[src/rtl/uart_rx_drain.sv]
// uart_rx_drain: drains the UART receive ring onto a valid/ready byte stream with sticky overrun detect
module uart_rx_drain #(
  parameter int BufferSize = 64,
  parameter int IdxW       = $clog2(BufferSize)
) (
  input  logic            clk,
  input  logic            rst_n,
  input  logic [IdxW-1:0] rx_wr_idx,
  input  logic [7:0]      read_buffer [BufferSize],
  output logic [7:0]      m_data,
  output logic            m_valid,
  input  logic            m_ready,
  output logic [IdxW:0]   count,
  output logic            overrun,
  input  logic            overrun_clr,
  input  logic            flush
);
  localparam logic [IdxW:0] Full = (IdxW+1)'(BufferSize);
  logic [IdxW-1:0] wr_idx_q, rd_idx_q, rd_idx_d;
  logic [IdxW:0]   count_q, count_d;
  logic [7:0]      m_data_q, m_data_d;
  logic            m_valid_q, m_valid_d, overrun_q, overrun_d;
  logic            wr_event, load, ovr;
  always_comb begin
    wr_event  = rx_wr_idx != wr_idx_q;
    load      = (count_q != '0) && (!m_valid_q || m_ready);
    ovr       = wr_event && !load && count_q == Full;
    // an overrun drops the oldest resident byte so the ring ends with the newest
    rd_idx_d  = flush ? rx_wr_idx : (load || ovr) ? rd_idx_q + IdxW'(1) : rd_idx_q;
    count_d   = flush ? '0 :
                (wr_event && !load && !ovr) ? count_q + (IdxW+1)'(1) :
                (load && !wr_event) ? count_q - (IdxW+1)'(1) : count_q;
    m_valid_d = flush ? 1'b0 : load ? 1'b1 : m_ready ? 1'b0 : m_valid_q;
    m_data_d  = (load && !flush) ? read_buffer[rd_idx_q] : m_data_q;
    overrun_d = (ovr && !flush) || (overrun_q && !overrun_clr);
  end
  always_ff @(posedge clk or negedge rst_n) begin
    if (!rst_n) begin
      wr_idx_q  <= '0;
      rd_idx_q  <= '0;
      count_q   <= '0;
      m_data_q  <= 8'h00;
      m_valid_q <= 1'b0;
      overrun_q <= 1'b0;
    end else begin
      wr_idx_q  <= rx_wr_idx;
      rd_idx_q  <= rd_idx_d;
      count_q   <= count_d;
      m_data_q  <= m_data_d;
      m_valid_q <= m_valid_d;
      overrun_q <= overrun_d;
    end
  end
  assign m_data  = m_data_q;
  assign m_valid = m_valid_q;
  assign count   = count_q;
  assign overrun = overrun_q;
endmodule

[config.mk]
export PLATFORM = sky130hd
export DESIGN_NAME = uart_rx_drain
export DESIGN_NICKNAME = d
export VERILOG_FILES = /design/src/rtl/uart_rx_drain.sv
export SDC_FILE = /design/constraint.sdc
export NUM_CORES = 1
export LEC_CHECK = 0
export BUFFER_PORTS_ARGS = -buffer_cell sky130_fd_sc_hd__buf_2
export CAP_MARGIN = 0
export CORE_AREA = 2 2 210 212
export CTS_CLUSTER_DIAMETER = 200
export DETAILED_ROUTE_END_ITERATION = 8
export DIE_AREA = 0 0 212 214
export MAX_ROUTING_LAYER = met4
export PLACE_DENSITY = 0.39
export SYNTH_ARGS = -nofsm -noshare
export SYNTH_HDL_FRONTEND = slang
export SYNTH_SLANG_ARGS = --single-unit
[constraint.sdc]
create_clock -name clk -period 4.09 [get_ports clk]
set_input_delay 0.818 -clock clk [delete_from_list [all_inputs] [get_ports clk]]
set_output_delay 0.818 -clock clk [all_outputs]
set_load 0.005 [all_outputs]
==> results.tsv <==
metric	value	unit
totalWireLength	39100	um
drc	0	
vias_per_cell	4.35	
grt_overflow	0	
yosys-top-cells-area	mux4_2 (46%), dfrtp_1 (13%), mux2i_1 (4.3%), buf_6 (2.5%), o21ai_0 (2.2%)	
endpoint_kind	flop	
ys.flop_type	dfrtp_1	
leakage	0.00412	uW
period_share	83.1	%
dieArea	45400	um2
drive_gt1_share	68.6	%
use_met1	20.9	%
hpwl	33900	um
finalSetupTns	0	ns
syn_area_per_cell	11.5	um2
vias	7018	
detail_route.wl_per_cell	24.2	um
portBuffers	539	
synth_common_cells	mux4_2 (118), nand2_1 (31), dfrtp_1 (29)	
cts_tree	done	
hp-class	flop to flop	
cp_cell_sequence	nor4_4 > and3_1 > o22ai_1 > buf_4 > fa_1 > a211oi_1 > o21bai_1 > a21oi_1 > nand4_1 > a21o_1 > a21oi_1	
maxCapViolations	0	
yosys_warnings	0	
antenna_found_initial	11	
postCtsHoldBufs	0	
critPathRequiredTime	4.31	ns
cp_max_fo	7	
power	4980	uW
nNetsFinal	1547	
start_util	13.5	%
reg2reg_from	count[0]$_DFFE_PN0P_	
power.density	538	nW/um2
peakVddDrop	267	uV
io_pins	540	
status	finished clean	
synth-async-reset-ratio	100	%
seq_area	739	um2
clkLatencyLatePin	0.30	ns
num-fill-cells	4774	
grt_max_degree	65	
yosysTopAreaCell	mux4_2	
cts.repair.resized	0	
track_usage	17.2	%
dr.pass1.iters	4	
setup_viol	0	
reg2reg_to	count[6]$_DFFE_PN0P_	
fmax	294	MHz
die_y	214	um
yosysSeqAreaShare	12.5	%
ant_nets	0	
r2r_setup_slack	0.69	ns
rsz0062_at_grt	false	
max_stage_delay	0.49	ns
clock-root-buffer	clkbuf_16	
core-area	42900	um2
hold_viol_final	0	
multi_input_area	4710	um2
cpMostUsedCell	a21oi_1	
synth_area	5790	um2
synthToLayoutAreaGrowth	60.0	%
grt_pass1_wl	53900	um
cp.arrival	3.62	ns
critPathLaunch	count[0]$_DFFE_PN0P_	
synth_most_common_cell	mux4_2	
yosys.cell_types.count	56	
row_count	76	
reg2regPathDepth	11	
cpMaxStageDelayCell	nor4_4	
synth_edf_count	0	
finClkSkew	0.0158	ns
die_x	212	um
tightest_slew	0.928	ns
synth_cells	504	
hold_depth	2	
cts.clk_slew.worst_paths	0.07	ns
finalCriticalPeriod	3.40	ns
worst_setup_path_start_kind	flop	
clk_path_buf_depth	2	
synth.top_cell.area_share	45.9	%
syn_nets	1034	
grtUsageMet2	30.1	%
post-cts-setup-buffer-count	0	
met3_usage	3.25	%
place_congestion	0.862	
critPathKind	flop to flop	
cts_sinks	29	
cts.htree.levels	2	
drv_slew	0	
grt_pass1_vias	7649	
cts_buffers	5	
first_iter_violations	374	
busiest_layer	met2	
ys_ff_latch	29	
slew_headroom	38.1	%
critPathCapture	count[6]$_DFFE_PN0P_	
[layer usage]
layer,wire length (um),vias to the layer above
li1,-,3184
met1,16100,3494
met2,20200,320
met3,2450,20
met4,347,0
met5,0,-
[critical path, delay by kind of cell, from the launching register on]
kind                       cells  cell delay [ns]
adders and majority gates      1             0.43
AOI/OAI and AO/OA              6             1.31
buffers and inverters          1             0.24
DFF                            1             0.47
and+or+nand+nor                3             0.86
[flip-flops by register name, indices dropped and copies added, names as in the netlist]
| signal | flops |
|---|---|
| m_data | 8 |
| count | 7 |
| rd_idx_q | 6 |
| wr_idx_q | 6 |
| m_valid | 1 |
| overrun | 1 |
[placed cells by master (no fill, tap or decap), types with 4 or more instances in the layout]
cell type  netlist  final
buf_2           11    539
mux4_2         118    118
nand2_1         31     31
nor2_1          27     27
o21ai_0         26     26
mux2i_1         25     25
dfrtp_1         29     24
nor3_1          21     21
o22ai_1         18     18
a21oi_1         17     17
buf_4            8     15
diode_2          0     11
xnor2_1         11     11
a22oi_1         11     11
a31oi_1         10     10
nand2b_1         9      9
nand3_1          9      9
a211oi_1         9      9
nor2b_1          8      8
inv_1            6      6
o211ai_1         6      6
ha_1             6      6
nand4_1          5      5
mux2_2           5      5
clkbuf_16        0      5
nor4_1           4      4
[stage by stage]
stage | setup WS (ns) | instance area (um2) | hold WS, ns | std cells | utilization [%]
6_report | 0.690 | 9270 | 0.526 | 1614 | 21.6
5_1_grt | 0.513 | 9260 | 0.561 | 1610 | 21.6
4_1_cts | 0.719 | 9240 | 0.530 | 1603 | 21.5
3_5_place_dp | 0.587 | 9050 | 0.508 | 1595 | 21.1
3_3_place_gp | 0.608 | 9050 | 0.509 | 1595 | 21.1
2_1_floorplan | 1.06 | 5790 | 0.474 | 504 | -
[how the worst min path moves through the flow]
| stage | start | slack [ns] | to |
|---|---|---|---|
| floorplan | overrun$_DFF_PN0_ | 0.47 | overrun$_DFF_PN0_ |
| global placement | overrun$_DFF_PN0_ | 0.51 | overrun$_DFF_PN0_ |
| detailed placement | overrun$_DFF_PN0_ | 0.51 | overrun$_DFF_PN0_ |
| CTS | overrun$_DFF_PN0_ | 0.53 | overrun$_DFF_PN0_ |
| global route | overrun$_DFF_PN0_ | 0.56 | overrun$_DFF_PN0_ |
| finish | overrun$_DFF_PN0_ | 0.53 | overrun$_DFF_PN0_ |
[power breakdown]
part           internal, uW  switching [uW]
clock                   349             174
sequential              384             277
combinational          1890            1910
[layout make-up]
cell class | count | area share [%]
multi-input cells | 419 | 50.8
clock buffers | 5 | 1.35
well taps | 585 | 7.90
diodes | 11 | 0.297
inverters | 6 | 0.243
repair buffers | 556 | 30.8
flip-flops and latches | 29 | 7.98
clock inverters | 3 | 0.702
[kinds of logic after synthesis]
kind of cell             count (synthesis)  share of synthesized area [%]
AO/OA/AOI/OAI                          118                           13.3
XOR/XNOR                                14                           2.12
adder cells (fa/ha/maj)                  7                           1.64
buffers and inverters                   56                           6.54
flip-flops                              29                           12.5
multiplexers                           152                           52.8
AND/OR/NAND/NOR                        128                           11.1
Note: power is estimated with default switching activity, not from simulation.
